## src/rtl/fball_rom_arbiter.sv

```systemverilog
// rtl/fball_rom_arbiter.sv - round-robin arbiter sharing one fireball sprite ROM
//
// Purpose:
//   N_REQ fireball object engines share one asynchronous-read sprite ROM.
//   A round-robin arbiter accepts one read per cycle into a two-stage
//   registered pipeline:
//     S1 holds the registered ROM address.
//     S2 holds the result registers, presented with valid/ready handshaking.
//   Out-of-range addresses (>= DEPTH) return the transparent colour key.
//   Results leave in the same order they were accepted. At most two reads
//   are in flight at any time.
//
// Ports:
//   Clk        in   system clock, rising edge
//   Reset      in   synchronous active-high reset
//   req        in   per-requester request; the requester holds it, with a
//                   stable address, until it sees gnt
//   req_addr   in   packed addresses; requester i uses [i*ADDR_W +: ADDR_W]
//   gnt        out  one-hot grant, combinational; marks the request that is
//                   accepted at the coming edge
//   rom_addr   out  registered ROM address (the S1 address)
//   rom_color  in   ROM data, combinational from rom_addr
//   rd_valid   out  a result is present
//   rd_ready   in   consumer accepts the result when rd_valid & rd_ready
//   rd_id      out  index of the requester that owns the result
//   rd_color   out  result colour; TRANSP for out-of-range addresses
//   rd_transp  out  result is transparent (colour key hit or out of range)
//   rd_oor     out  address was out of range
module fball_rom_arbiter #(
  parameter int                 N_REQ   = 4,
  parameter int                 ADDR_W  = 9,
  parameter int                 DEPTH   = 441,
  parameter int                 COLOR_W = 12,
  parameter logic [COLOR_W-1:0] TRANSP  = COLOR_W'(12'h808),
  localparam int                ID_W    = $clog2(N_REQ)
) (
  input  logic                    Clk,
  input  logic                    Reset,
  input  logic [N_REQ-1:0]        req,
  input  logic [N_REQ*ADDR_W-1:0] req_addr,
  output logic [N_REQ-1:0]        gnt,
  output logic [ADDR_W-1:0]       rom_addr,
  input  logic [COLOR_W-1:0]      rom_color,
  output logic                    rd_valid,
  input  logic                    rd_ready,
  output logic [ID_W-1:0]         rd_id,
  output logic [COLOR_W-1:0]      rd_color,
  output logic                    rd_transp,
  output logic                    rd_oor
);

  // S1 state; rom_addr is the S1 address register.
  logic            s1_valid;
  logic [ID_W-1:0] s1_id;
  logic            s1_oor;

  // Requester that gets first look in the next arbitration.
  logic [ID_W-1:0] rr_ptr;

  // Pipeline advance conditions.
  logic s2_adv;
  logic s1_adv;

  // Arbitration results.
  logic              grant_any;
  logic              accept;
  logic [ID_W-1:0]   winner;
  logic [ID_W-1:0]   next_ptr;
  logic [ID_W:0]     cand;
  logic [ADDR_W-1:0] win_addr;
  logic              win_oor;
  logic [ADDR_W-1:0] addr_arr [N_REQ];

  // S2 can take a new result when it is empty or its result is being taken.
  // S1 can take a new request when it is empty or it is moving into S2.
  assign s2_adv = !rd_valid || rd_ready;
  assign s1_adv = !s1_valid || s2_adv;

  // Unpack the requester addresses.
  always_comb begin
    for (int i = 0; i < N_REQ; i++) begin
      addr_arr[i] = req_addr[i*ADDR_W +: ADDR_W];
    end
  end

  // Round-robin search: examine requesters rr_ptr, rr_ptr+1, ... (modulo
  // N_REQ) and stop at the first one that is requesting. cand is one bit
  // wider than an index, so rr_ptr+k (at most 2*N_REQ-2) never overflows
  // before the wrap subtraction.
  always_comb begin
    grant_any = 1'b0;
    winner    = '0;
    cand      = '0;
    for (int k = 0; k < N_REQ; k++) begin
      cand = {1'b0, rr_ptr} + (ID_W+1)'(k);
      if (cand >= (ID_W+1)'(N_REQ)) begin
        cand = cand - (ID_W+1)'(N_REQ);
      end
      if (!grant_any && req[cand[ID_W-1:0]]) begin
        grant_any = 1'b1;
        winner    = cand[ID_W-1:0];
      end
    end
  end

  assign accept   = s1_adv && grant_any;
  assign next_ptr = (winner == ID_W'(N_REQ-1)) ? '0 : winner + 1'b1;
  assign win_addr = addr_arr[winner];
  // Widen by one bit so the comparison stays correct when DEPTH == 2**ADDR_W.
  assign win_oor  = {1'b0, win_addr} >= (ADDR_W+1)'(DEPTH);

  // Grant is masked during reset, so the accepting edge is never a reset edge.
  always_comb begin
    gnt = '0;
    if (!Reset && accept) begin
      gnt[winner] = 1'b1;
    end
  end

  always_ff @(posedge Clk) begin
    if (Reset) begin
      s1_valid  <= 1'b0;
      s1_id     <= '0;
      s1_oor    <= 1'b0;
      rom_addr  <= '0;
      rr_ptr    <= '0;
      rd_valid  <= 1'b0;
      rd_id     <= '0;
      rd_color  <= '0;
      rd_transp <= 1'b0;
      rd_oor    <= 1'b0;
    end else begin
      // S1: capture the winner. With no request, S1 empties but keeps its
      // address, so the ROM input does not toggle needlessly.
      if (s1_adv) begin
        if (grant_any) begin
          rom_addr <= win_addr;
          s1_id    <= winner;
          s1_oor   <= win_oor;
          s1_valid <= 1'b1;
          rr_ptr   <= next_ptr;
        end else begin
          s1_valid <= 1'b0;
        end
      end

      // S2: sample the ROM output for the address held in S1. The data
      // fields load only with a real result, so an emptied S2 keeps its last
      // values.
      if (s2_adv) begin
        rd_valid <= s1_valid;
        if (s1_valid) begin
          rd_id     <= s1_id;
          rd_oor    <= s1_oor;
          rd_color  <= s1_oor ? TRANSP : rom_color;
          rd_transp <= s1_oor || (rom_color == TRANSP);
        end
      end
    end
  end

endmodule

```

## config.mk

```make
export PLATFORM = sky130hd
export DESIGN_NAME = fball_rom_arbiter
export DESIGN_NICKNAME = d
export VERILOG_FILES = /design/src/rtl/fball_rom_arbiter.sv
export SDC_FILE = /design/constraint.sdc
export NUM_CORES = 1
export LEC_CHECK = 0
export BUFFER_PORTS_ARGS = -buffer_cell sky130_fd_sc_hd__buf_2
export CORE_MARGIN = 2
export CORE_UTILIZATION = 46
export CTS_CLUSTER_SIZE = 20
export DETAILED_ROUTE_END_ITERATION = 8
export GPL_TIMING_DRIVEN = 1
export PLACE_DENSITY = 0.79
export SETUP_SLACK_MARGIN = 0.5
export SKIP_LAST_GASP = 1
export SLEW_MARGIN = 20
export SYNTH_ARGS = -nofsm -noshare
export SYNTH_HDL_FRONTEND = slang
export SYNTH_SLANG_ARGS = --single-unit
```

## constraint.sdc

```tcl
create_clock -name Clk -period 2.3 [get_ports Clk]
set_clock_uncertainty 0.2 [all_clocks]
set_input_delay 0.115 -clock Clk [delete_from_list [all_inputs] [get_ports Clk]]
set_output_delay 0.115 -clock Clk [all_outputs]
set_load 0.05 [all_outputs]
```

-- After elaboration in Yosys (flattened, before gate mapping)
Index checks and enable logic that the tools add are counted.
- order comparisons: 12
- add/subtract/negate cells: 8
- eq/ne operators: 2
- multiplexer cells: 29
- div/mod/pow operators: 0
- shift-type cells: 0
- reduce and logical (&&, ||, !) cells: 17
- $mul: 0
- bitwise logic cells: 1
- operators with widths (cell ; count):
    9-bit binary-select mux with 2-bit select ; 1
    2-bit 2-to-1 mux ; 9
    9-bit 2-to-1 mux ; 2
    2-bit by 3-bit < comparator with 1-bit output, second input constant ; 5
    12-bit == test, second input constant ; 1
    3-bit greater-or-equal comparator, second input constant ; 4
    12-bit 2-to-1 mux ; 1
    1-bit 2-to-1 mux ; 10
    9-bit greater-or-equal comparator, second input constant ; 1
    1-bit binary-select mux with 2-bit select ; 4
    2-bit by 1-bit subtractor with 2-bit output, second input constant ; 4
    2-bit by 2-bit adder with 3-bit output, second input constant ; 2
    1-bit logical AND ; 6
    1-bit zero test ; 6
    4-bit 2-to-1 mux ; 1
    2-bit AND reduction ; 2
    2-bit by 1-bit adder with 3-bit output, second input constant ; 1
    2-bit by 3-bit greater-or-equal comparator with 1-bit output, second input constant ; 1
    1-bit logical OR ; 3
    2-bit inverter with 3-bit output ; 1
    2-bit by 1-bit adder with 2-bit output, second input constant ; 1
    1-bit demux with 2-bit select ; 1
    2-bit == test, second input constant ; 1
    2-bit by 1-bit greater-or-equal comparator with 1-bit output, second input constant ; 1
- register bits: 32
- bits of input ports: 55
- memories: 0
- word-level logic and storage cells: 79
- output and inout port bits: 30
- memory bits (writable): 0
- latch bits: 0
- memory bits (read-only): 0

-- Depth between registers and ports, before layout
- depth after elaboration: 19
- gate-level depth with buffers: 10
- mapped depth without buffers: 8

-- Worst setup path before layout
Ideal clock, no wire load.
- path kind: reg-to-output
- start point: register rr_ptr[1]
- end point: output port gnt[3]
- cell stages (with the launch flop): 9
- arrival time: 1.861 ns
- setup slack: 0.124 ns
- buffers on the path: 2
- data required time: 1.985 ns
- cell sequence: dfxtp_1 -> mux2i_1 -> nor2_1 -> or3_1 -> buf_6 -> clkinv_8 -> buf_6 -> ha_1 -> and2_1
- word-level cells in the longest chain between the ends: 19
- elaborated cells between the ends (all ways): 45
- those cells by class: add/sub: 7; order compare: 6; mux: 23; reduce/logical: 9
- ends and longest elaborated chain (what ; line ; RTL):
    from (decl) ; 58 ; logic [ID_W-1:0] rr_ptr;
    from (signal assigned) ; 141 ; rr_ptr <= next_ptr;
    parallel branches: the longest is 13 deep, another holds 2-bit by 1-bit adder with 3-bit output ; n/a ;
    2-bit 2-to-1 mux (*) ; 99 ; if (!grant_any && req[cand[ID_W-1:0]]) begin
    named net winner[0] ; 67 ; logic [ID_W-1:0] winner;
    2-bit by 3-bit < comparator with 1-bit output (not written as such) / 2-bit by 1-bit greater-or-equal comparator with 1-bit output (equally long branches) ; 116 ; gnt[winner] = 1'b1;
    1-bit logical AND (not written as such) ; 116 ;
    1-bit 2-to-1 mux (not written as such) ; 116 ;
    1-bit demux with 2-bit select (*) ; 116 ;
    4-bit 2-to-1 mux (*) ; 115 ; if (!Reset && accept) begin
    to (decl) ; 41 ; output logic [N_REQ-1:0] gnt,
Mark *: on every way through the listed nets, which the timed path passes. The select of a mux whose other input is x is not followed.

-- Worst setup path after layout
- start point: register rr_ptr[1]
- end point: output port gnt[3]
- word-level cells in the longest chain between the ends: 19
- elaborated cells between the ends (all ways): 45
- those cells by class: add/sub: 7; order compare: 6; mux: 23; reduce/logical: 9
- ends and longest elaborated chain (what ; line):
    parallel branches: the longest is 18 deep, another holds 2-bit by 1-bit adder with 3-bit output ; n/a
    4-bit 2-to-1 mux (*) ; 115
Mark *: on every way between the ends. The select of a mux whose other input is x is not followed.

==> results.json <==
{
  "path_max_fanout": 8,
  "worstSetupPathType": "reg -> out",
  "irDropWorstVdd_uv": 612,
  "num_io_pins": 85,
  "fp-row-count": 22,
  "post_drt_wl_per_cell_um": 14.8,
  "tns_ps": -74.0,
  "synth.distinct_cells": 40,
  "drv_cap": 0,
  "path_cells": "mux2i_1 -> nor2_1 -> or3_4 -> clkinv_8 -> ha_2 -> and2_2 -> buf_8",
  "grt_max_degree": 33,
  "yosys_register_bits": 32,
  "worst-r2r-cell-count": 8,
  "yosysSeqAreaShare_pct": 35.5,
  "syn2layout_area_growth_pct": 51.9,
  "synth_ff_type": "dfxtp_1",
  "leakage_nw": 1.25,
  "place_ws_ps": 54.3,
  "first_iter_violations": 126,
  "grt_overflow": 0,
  "synth_area_sq_mm": 0.00180,
  "track_usage_pct": 23.3,
  "synthCells": 216,
  "failed_checks": "negative setup slack",
  "grt_pass1_vias": 1776,
  "final_area_sq_mm": 0.00274,
  "fmax_mhz": 429,
  "syn_nets": 275,
  "reg2reg_from": "rr_ptr[1]",
  "dpl_cell_area_sq_mm": 0.00223,
  "grtUsageMet2_pct": 41.3,
  "fin_crit_sh_pct": 101,
  "port_buffers": 84,
  "finalSetupViolCount": 3,
  "antenna_found_initial": 0,
  "fin_cells": 372,
  "root_buffer": "clkbuf_8",
  "crit_path_end_kind": "output port",
  "status": "finished, violations left",
  "mostFrequentLayoutCells": "buf_2, nand2_1, dfxtp_1",
  "worstSetupStartpointType": "register",
  "slew_viol_final": 0,
  "drc_errors": 0,
  "mostFrequentLayoutCell": "buf_2",
  "dr.pass1.iters": 4,
  "syn_area_per_cell_sq_um": 8.35,
  "rsz0062_at_grt": "yes",
  "via_count": 2022,
  "use_met1_pct": 28.2,
  "ant_nets": 0,
  "dp_cells": 340,
  "r2r-end": "s1_oor",
  "via_per_inst": 5.44,
  "die_height_um": 66.6,
  "relSlewSlack_pct": 57.9,
  "crit_required_ps": 1990,
  "wirelength_um": 5500,
  "synth_edf_count": 0,
  "cellPowerDensity_mw_per_mm2": 777,
  "cts.clk_slew.worst_paths_ps": 70,
  "htreeDepth": 2,
  "setup_ws_ps": -30.0,
  "crit_path_max_incr_delay_ps": 450,
  "drive_above_1_share_pct": 43.8,
  "dieArea_sq_mm": 0.00444,
  "gp_congestion": 0.803,
  "clock_latency_ps": 280,
  "die_w_um": 66.6,
  "hpwl_um": 3290,
  "synth_warnings": 0,
  "fp.coreArea_sq_mm": 0.00372,
  "cts_tree": "yes",
  "finalPower_mw": 2.13,
  "numCtsBuffers": 5,
  "async_flop_share_pct": 0,
  "clock_path_buffers": 2,
  "grt_pass1_wl_um": 7940,
  "start_util_pct": 48.5,
  "cpMaxStageDelayCell": "or3_4",
  "min_path_cells": 5,
  "tightest_slew_ps": 626,
  "hold_class": "in -> reg",
  "top_usage_layer": "met2",
  "hold_viol": 0,
  "min_to": "rom_addr[4]",
  "diodes": 0,
  "nets": 382,
  "post-route-min-period_ps": 2330,
  "grt_use_met3_pct": 5.07,
  "r2r_setup_slack_ps": 20,
  "clock-sinks": 32,
  "cp.arrival_ps": 2020,
  "hp-start": "req_addr[4]"
}
-- metal layers --
metal	vias up	routed length (um)
met5	-	0
met4	0	80
met3	9	210
met2	63	2890
met1	978	2320
li1	972	-
-- power breakdown --
part	internal (mW)	leakage [nW]	switching, mW	total, mW
Combinational	0.390	0.925	0.548	0.938
Sequential	0.620	0.265	0.0444	0.665
Clock	0.321	0.0552	0.204	0.526
Total	1.33	1.25	0.797	2.13
-- repair_timing --
item / in CTS / in global routing
hold buffers: 13 / 0
resized for setup: 30 / 17
hold endpoints to repair: 13 / 0
endpoints found under the setup margin: 16 / 17
pin swaps: 9 / 9
setup buffers: 9 / 2
cloned: 0 / 0
-- worst max-delay path by stage --
stage,start,end,slack (ps),cells after the start
2_1_floorplan,rr_ptr[1],s1_oor,230,9
3_3_place_gp,rr_ptr[1],s1_oor,110,8
3_5_place_dp,rr_ptr[1],s1_oor,50,8
4_1_cts,rr_ptr[1],gnt[2],90,7
5_1_grt,rr_ptr[1],gnt[2],-100,7
6_report,rr_ptr[1],gnt[3],-30,7
-- area by class of cell --
class / instances / area [sq um]
multi-input combinational: 169 / 1160
inverter: 3 / 26.3
timing repair buffer: 112 / 743
clock buffer: 6 / 72.6
sequential: 32 / 646
clock inverter: 2 / 35.0
fill: 274 / 977
tap: 48 / 60.1
-- cell usage after synthesis, types with 2 or more instances --
library cell | n | area [sq um]
dfxtp_1 | 32 | 641
o21ai_0 | 9 | 45.0
o211ai_1 | 2 | 15.0
inv_1 | 2 | 7.51
clkbuf_1 | 7 | 26.3
mux2i_1 | 17 | 170
nand2b_1 | 4 | 25.0
nor2_1 | 8 | 30.0
and2_1 | 4 | 25.0
nor4b_1 | 2 | 17.5
a21oi_1 | 26 | 130
nand3_1 | 11 | 55.1
nand2_1 | 42 | 158
nor4_1 | 2 | 12.5
ha_1 | 4 | 50.1
nor2b_1 | 5 | 31.3
nand3b_1 | 10 | 75.1
nor3_1 | 5 | 25.0
buf_6 | 3 | 33.8
-- kinds of logic after synthesis --
logic type                 after synthesis  share of synthesized area, %
DFF                                     32                          35.5
and+or+nand+nor                        101                          29.5
adders and majority gates                4                          2.78
buffers and inverters                   15                          6.52
muxes                                   18                          10.1
AOI/OAI and AO/OA                       46                          15.6
-- registers in the layout, summed over array words and instances (netlist names) --
| name | cells |
|---|---|
| s1_id | 2 |
| rd_oor | 1 |
| rd_color | 12 |
| s1_oor | 1 |
| rom_addr | 9 |
| rd_transp | 1 |
| rr_ptr | 2 |
| rd_valid | 1 |
| rd_id | 2 |
| s1_valid | 1 |
-- worst max-delay path: cells and delay by family (launching register included) --
kind	cells	cell delay [ps]
adders and majority gates	1	190
buffers and inverters	2	240
muxes	1	230
and+or+nand+nor	3	710
DFF	1	370
-- stage by stage --
step / hold slack, ps / util (%)
after floorplan: -13.4 / -
after global placement: 200 / 60.0
after detailed placement: 201 / 60.0
after CTS: 111 / 71.9
after global routing: 129 / 73.7
final: 108 / 73.7
Note: power is estimated with default switching activity, not from simulation.
